==> src/rtl/sys_bus_fabric.sv <==
// Single-master, N-slave window-decoded bus fabric with wait states, access watchdog and error responses.
// Optional error logging (err_addr / err_count) is enabled by defining BUS_ERR_LOG_EN.
module sys_bus_fabric #(
    parameter int                NUM_SLV  = 4,
    parameter int                ADDR_W   = 32,
    parameter int                DATA_W   = 32,
    parameter logic [ADDR_W-1:0] SLV_BASE = 32'h0000_3000,
    parameter logic [ADDR_W-1:0] SLV_SIZE = 32'h0000_1000,
    parameter int                TIMEOUT  = 16
) (
    input  logic                      clk,
    input  logic                      reset,
    input  logic [ADDR_W-1:0]         m_addr,
    input  logic [DATA_W-1:0]         m_wdata,
    input  logic                      m_rd_en,
    input  logic                      m_wr_en,
    output logic [DATA_W-1:0]         m_rdata,
    output logic                      m_ready,
    output logic                      m_err,
    output logic                      m_busy,
`ifdef BUS_ERR_LOG_EN
    output logic [ADDR_W-1:0]         err_addr,
    output logic [7:0]                err_count,
`endif
    output logic [NUM_SLV-1:0]        s_sel,
    output logic [ADDR_W-1:0]         s_addr,
    output logic [DATA_W-1:0]         s_wdata,
    output logic                      s_rd_en,
    output logic                      s_wr_en,
    input  logic [NUM_SLV*DATA_W-1:0] s_rdata,
    input  logic [NUM_SLV-1:0]        s_ready
);

    localparam int IDX_W = (NUM_SLV > 1) ? $clog2(NUM_SLV) : 1;
    localparam int CNT_W = $clog2(TIMEOUT);
    localparam int EXT_W = ADDR_W + 4;
    localparam logic [NUM_SLV-1:0] SEL_ONE = NUM_SLV'(1);

    typedef enum logic [1:0] {
        IDLE   = 2'd0,
        ACCESS = 2'd1,
        RESP   = 2'd2
    } state_t;

    state_t              state_r, state_nx;
    logic [IDX_W-1:0]    idx_r;
    logic                wr_r;
    logic [CNT_W-1:0]    cnt_r;
    logic [DATA_W-1:0]   m_rdata_r;
    logic                m_ready_r, m_err_r, m_busy_r;
    logic [NUM_SLV-1:0]  s_sel_r;
    logic [ADDR_W-1:0]   s_addr_r;
    logic [DATA_W-1:0]   s_wdata_r;
    logic                s_rd_en_r, s_wr_en_r;

    logic                req_s, both_s, hit_s, win_hit_s, sel_ready_s, timeout_s;
    logic [IDX_W-1:0]    idx_s;
    logic [ADDR_W-1:0]   off_s;
    logic [EXT_W-1:0]    addr_ext_s, win_lo_s;
    logic [DATA_W-1:0]   rdata_sel_s;

    // Window decode of the incoming address plus selected-slave status
    always_comb begin
        req_s       = m_rd_en | m_wr_en;
        both_s      = m_rd_en & m_wr_en;
        addr_ext_s  = EXT_W'(m_addr);
        hit_s       = 1'b0;
        win_hit_s   = 1'b0;
        win_lo_s    = {EXT_W{1'b0}};
        idx_s       = {IDX_W{1'b0}};
        off_s       = {ADDR_W{1'b0}};
        for (int i = 0; i < NUM_SLV; i++) begin
            win_lo_s  = EXT_W'(SLV_BASE) + EXT_W'(i) * EXT_W'(SLV_SIZE);
            win_hit_s = (addr_ext_s >= win_lo_s) && (addr_ext_s < win_lo_s + EXT_W'(SLV_SIZE));
            hit_s     = hit_s | win_hit_s;
            idx_s     = win_hit_s ? IDX_W'(i) : idx_s;
            off_s     = win_hit_s ? ADDR_W'(addr_ext_s - win_lo_s) : off_s;
        end
        sel_ready_s = s_ready[idx_r];
        rdata_sel_s = s_rdata[idx_r*DATA_W +: DATA_W];
        timeout_s   = (cnt_r == CNT_W'(TIMEOUT - 1));
    end

    // Next-state logic; a slave completion in the last watchdog cycle still wins
    always_comb begin
        state_nx = state_r;
        case (state_r)
            IDLE: begin
                if (req_s) begin
                    if (hit_s && !both_s) state_nx = ACCESS;
                    else                  state_nx = RESP;
                end else begin
                    state_nx = IDLE;
                end
            end
            ACCESS: begin
                if (sel_ready_s || timeout_s) state_nx = RESP;
                else                          state_nx = ACCESS;
            end
            RESP:    state_nx = IDLE;
            default: state_nx = IDLE;
        endcase
    end

    // State register and all registered bus outputs
    always_ff @(posedge clk) begin
        if (reset) begin
            state_r   <= IDLE;
            idx_r     <= {IDX_W{1'b0}};
            wr_r      <= 1'b0;
            cnt_r     <= {CNT_W{1'b0}};
            m_rdata_r <= {DATA_W{1'b0}};
            m_ready_r <= 1'b0;
            m_err_r   <= 1'b0;
            m_busy_r  <= 1'b0;
            s_sel_r   <= {NUM_SLV{1'b0}};
            s_addr_r  <= {ADDR_W{1'b0}};
            s_wdata_r <= {DATA_W{1'b0}};
            s_rd_en_r <= 1'b0;
            s_wr_en_r <= 1'b0;
        end else begin
            state_r <= state_nx;
            case (state_r)
                IDLE: begin
                    cnt_r     <= {CNT_W{1'b0}};
                    m_ready_r <= 1'b0;
                    m_err_r   <= 1'b0;
                    if (req_s) begin
                        idx_r     <= idx_s;
                        wr_r      <= m_wr_en;
                        s_addr_r  <= off_s;
                        s_wdata_r <= m_wdata;
                        m_busy_r  <= 1'b1;
                        if (state_nx == ACCESS) begin
                            s_sel_r   <= SEL_ONE << idx_s;
                            s_rd_en_r <= m_rd_en;
                            s_wr_en_r <= m_wr_en;
                        end else begin
                            // Unmapped or malformed: answer at once, never touch a slave
                            m_ready_r <= 1'b1;
                            m_err_r   <= 1'b1;
                            m_rdata_r <= {DATA_W{1'b0}};
                        end
                    end else begin
                        m_busy_r <= 1'b0;
                    end
                end
                ACCESS: begin
                    if (sel_ready_s || timeout_s) begin
                        cnt_r     <= {CNT_W{1'b0}};
                        s_sel_r   <= {NUM_SLV{1'b0}};
                        s_rd_en_r <= 1'b0;
                        s_wr_en_r <= 1'b0;
                        m_ready_r <= 1'b1;
                        m_err_r   <= !sel_ready_s;
                        m_rdata_r <= (sel_ready_s && !wr_r) ? rdata_sel_s : {DATA_W{1'b0}};
                    end else begin
                        cnt_r <= cnt_r + CNT_W'(1);
                    end
                end
                RESP: begin
                    m_ready_r <= 1'b0;
                    m_err_r   <= 1'b0;
                    m_busy_r  <= 1'b0;
                end
                default: begin
                    m_ready_r <= 1'b0;
                    m_err_r   <= 1'b0;
                    m_busy_r  <= 1'b0;
                    s_sel_r   <= {NUM_SLV{1'b0}};
                    s_rd_en_r <= 1'b0;
                    s_wr_en_r <= 1'b0;
                end
            endcase
        end
    end

`ifdef BUS_ERR_LOG_EN
    logic [ADDR_W-1:0] err_addr_r;
    logic [7:0]        err_count_r;

    // Error log: the timed-out address is rebuilt from the window base and latched offset
    always_ff @(posedge clk) begin
        if (reset) begin
            err_addr_r  <= {ADDR_W{1'b0}};
            err_count_r <= 8'd0;
        end else if ((state_r == IDLE && state_nx == RESP) ||
                     (state_r == ACCESS && state_nx == RESP && !sel_ready_s)) begin
            err_addr_r  <= (state_r == IDLE) ? m_addr
                         : SLV_BASE + ADDR_W'(idx_r) * SLV_SIZE + s_addr_r;
            err_count_r <= (err_count_r == 8'd255) ? 8'd255 : err_count_r + 8'd1;
        end else begin
            err_addr_r  <= err_addr_r;
            err_count_r <= err_count_r;
        end
    end

    assign err_addr  = err_addr_r;
    assign err_count = err_count_r;
`endif

    assign m_rdata = m_rdata_r;
    assign m_ready = m_ready_r;
    assign m_err   = m_err_r;
    assign m_busy  = m_busy_r;
    assign s_sel   = s_sel_r;
    assign s_addr  = s_addr_r;
    assign s_wdata = s_wdata_r;
    assign s_rd_en = s_rd_en_r;
    assign s_wr_en = s_wr_en_r;

endmodule

==> config.mk <==
export PLATFORM = sky130hd
export DESIGN_NAME = sys_bus_fabric
export DESIGN_NICKNAME = d
export VERILOG_FILES = /design/src/rtl/sys_bus_fabric.sv
export SDC_FILE = /design/constraint.sdc
export NUM_CORES = 1
export LEC_CHECK = 0
export ABC_AREA = 1
export CAP_MARGIN = 25
export CORE_AREA = 8 8 129 131
export CTS_BUF_LIST = sky130_fd_sc_hd__clkbuf_8
export CTS_CLUSTER_DIAMETER = 30
export DETAILED_ROUTE_END_ITERATION = 12
export DIE_AREA = 0 0 137 139
export PLACE_DENSITY = 0.82
export SYNTH_ARGS = -nofsm -noshare
export SYNTH_HDL_FRONTEND = slang
export SYNTH_SLANG_ARGS = --single-unit
==> constraint.sdc <==
create_clock -name clk -period 2.19 [get_ports clk]
set_input_delay 0.3285 -clock clk [delete_from_list [all_inputs] [get_ports clk]]
set_output_delay 0.3285 -clock clk [all_outputs]
set_load 0.02 [all_outputs]
==> reports/metrics.yaml, run 1 <==
grt_pass1_wl_um: 37200
num_rows: 45
drive_gt1_frac: 0.150
worstHoldPathCells: 3
design.core.area_um2: 14800
grt_pass1_vias: 7179
clkSinkCount: 114
worst_path_max_delay_cell: "clkdlybuf4s50_1"
routed_wirelength_um: 24600
post-route-drc-count: 0
synth_top_flop_cell: "dfxtp_1"
clkTransAtPathRegs_ns: 0.08
p_leak_nw: 4.06
fin_ws_ns: 0.0725
holdWs_ns: 0.375
floorplan.initialDensity: 0.399
r2r_start: "state_r[1]$_SDFF_PP0_"
ys_seq_area_frac: 0.388
crit_start: "m_addr[16]"
relSlewSlack: 0.576
die_w_um: 137
critPathTopFamily: "simple AND/OR/NAND/NOR gates"
finalMaxSlewViolations: 0
end_kind: "flop"
synthTopCellsByArea: "dfxtp_1 (39%), nand2_1 (14%), a21oi_1 (13%), nor2_1 (5.9%), a221oi_1 (4.9%)"
drt_first_pass_iters: 5
io_buffer_count: 304
syn_to_final_growth_pct: 71.9
endpoint: "m_rdata[2]$_SDFFE_PP0P_"
post_drt_via_cell_ratio: 5.17
max_stage_delay_ns: 0.47
ys_seq_elements: 114
htreeDepth: 4
vdd_drop_max_mv: 0.454
antenna_left: 0
fin_tns_setup_ns: 0
status: "finished, final reports clean"
final_common_cell: "clkdlybuf4s50_1"
grt_usage: 0.246
syn-instance-count: 839
rr_endpoint: "m_rdata[1]$_SDFFE_PP0P_"
clk_path_buf_depth: 2
worstPathRequired_ns: 2.48
crit_type: "input pin to flop"
synth_nets: 1050
post-place-ws_ns: -0.562
syn_area_per_cell_um2: 7.01
synth_top_cell_by_area: "dfxtp_1"
netlist_area_um2: 5880
final_area_um2: 10100
cts_tree: "built"
hold_violations: 0
yosysWarnings: 0
fin_crit_sh: 0.967
final_core_util: 0.685
startpoint_type: "input pin"
synthArstFlopShare: 0
grt_max_degree: 64
min_period_ns: 2.12
antenna_found_initial: 2
n_fill_cell: 1241
via_count: 7182
dieArea_um2: 19000
finalSetupViolCount: 0
rsz0062_at_grt: "yes"
regToRegSetupSlack_ns: 0.21
clock_latency_ns: 0.44
r2r_cells: 8
path_depth: 14
dr.first_iter.drc_count: 302
nNetsFinal: 1398
io_pins: 305
die_h_um: 139
placed_area_um2: 9550
ys_types: 38
drv_cap: 0
synth_top_area_frac: 0.388
finClkSkew_ns: 0.0139
hold_buffers: 0
hold_class: "input pin to flop"
place_congestion: 0.929
cp_max_fo: 20
tightest_slew_ns: 0.637
final_cell_mix: "clkdlybuf4s50_1 (301), nand2_1 (211), a21oi_1 (149)"
dp_hpwl_um: 18800
grt_overflow: 0
cts_root_buffer: "clkbuf_8"
cp_data_arrival_time_ns: 2.41
cp_common_cell: "nand3_4"
cp_cell_sequence: "clkdlybuf4s50_1 -> nor2_4 -> nand2_2 -> inv_2 -> nand2_1 -> nor2_2 -> o21ai_2 -> a21oi_2 -> nand2_4 -> nand3_4 -> nand3_4 -> buf_12 -> a21oi_1 -> nor2_1"
synth-edff-count: 0
critPathBufInv: 3
cellPowerDensity_nw_per_um2: 561
cts_buffers: 17
timing.fmax_ghz: 0.472
wl_per_cell_um: 17.7
==> cell families (layout without fill, tap and decap cells) <==
| group | Yosys count | after routing | share of synthesized area |
|---|---|---|---|
| XOR/XNOR | 6 | 6 | 0.00894 |
| other | 0 | 2 | 0 |
| flip-flops | 114 | 114 | 0.388 |
| AND/OR/NAND/NOR | 367 | 367 | 0.269 |
| buffers and inverters | 86 | 446 | 0.0613 |
| adder cells (fa/ha/maj) | 11 | 11 | 0.0234 |
| AO/OA/AOI/OAI | 255 | 255 | 0.250 |
==> area by class of cell <==
type | instances | area (µm²) | area share
diodes | 2 | 5.00 | 0.000495
clock buffers | 21 | 289 | 0.0286
clock inverters | 10 | 134 | 0.0132
inverters | 31 | 116 | 0.0115
multi-input cells | 639 | 3330 | 0.330
flip-flops and latches | 114 | 2280 | 0.226
well taps | 188 | 235 | 0.0233
repair buffers | 384 | 3710 | 0.367
==> power breakdown <==
group / internal (mW) / switching [mW]
Sequential: 2.17 / 0.0531
Clock: 1.23 / 0.880
Combinational: 0.682 / 0.654
Total: 4.08 / 1.59
==> flip-flops by register name, indices dropped and copies added, names as in the netlist <==
signal and flops:
idx_r 2, m_busy 1, s_sel 4, s_wr_en 1, cnt_r 4, wr_r 1, s_addr 32, s_rd_en 1
s_wdata 32, m_ready 1, state_r 2, m_err 1, m_rdata 32
==> worst min path at each step <==
stage                            start                        to
2_1_floorplan        wr_r$_SDFFE_PP0P_         wr_r$_SDFFE_PP0P_
3_3_place_gp   s_wdata[6]$_SDFFE_PP0P_   s_wdata[6]$_SDFFE_PP0P_
3_5_place_dp   s_wdata[5]$_SDFFE_PP0P_   s_wdata[5]$_SDFFE_PP0P_
4_1_cts                          reset  m_rdata[26]$_SDFFE_PP0P_
5_1_grt                          reset  m_rdata[26]$_SDFFE_PP0P_
6_report                         reset  m_rdata[23]$_SDFFE_PP0P_
==> synthesized netlist by cell type, types with 2 or more instances <==
master	n
nor2_2	15
o21ai_0	42
buf_2	6
or2_2	2
xnor2_1	2
a221oi_1	33
buf_4	2
inv_2	4
nor2_1	92
dfxtp_1	114
xor2_1	4
clkbuf_1	43
nand2_2	4
nand3_1	24
nand2_1	212
a21oi_1	158
nand4_1	6
nor2_4	3
nand3_4	3
a21oi_2	9
inv_1	26
a31oi_1	3
o22ai_1	3
buf_6	3
o21ai_1	2
nor3_2	2
ha_1	11
==> per-layer routing <==
layer	routed length [µm]	part of all wire	track usage	up-vias
li1	-	-	-	3539
met5	0	0	0	-
met4	846	0.034	0.108	0
met2	11700	0.48	0.415	303
met3	2690	0.11	0.0993	54
met1	9300	0.38	0.262	3286
==> through the flow <==
step           power [mW]  cells
5_1_grt              5.92   1389
3_3_place_gp         3.57   1354
4_1_cts              5.71   1385
6_report             5.67   1389
2_1_floorplan        2.81    839
3_5_place_dp         3.58   1354
==> repair_timing <==
item	4_1_cts	5_1_grt
gates resized for setup	3	28
setup endpoints to repair	12	55
buffers inserted	0	2
pin swaps	0	1
gates cloned	0	0
==> worst min-delay path: cells and delay by family <==
kind | cells | cell delay, ns
buf+inv | 2 | 0.32
simple gates | 1 | 0.11
Power figures use the tool's default switching activity.
==> inputs of run 2 (changes only) <==
Settings changed: CAP_MARGIN 25 to not set.
==> results of run 2 <==
No change in the layout: final DEF, timing and power equal those of run 1.
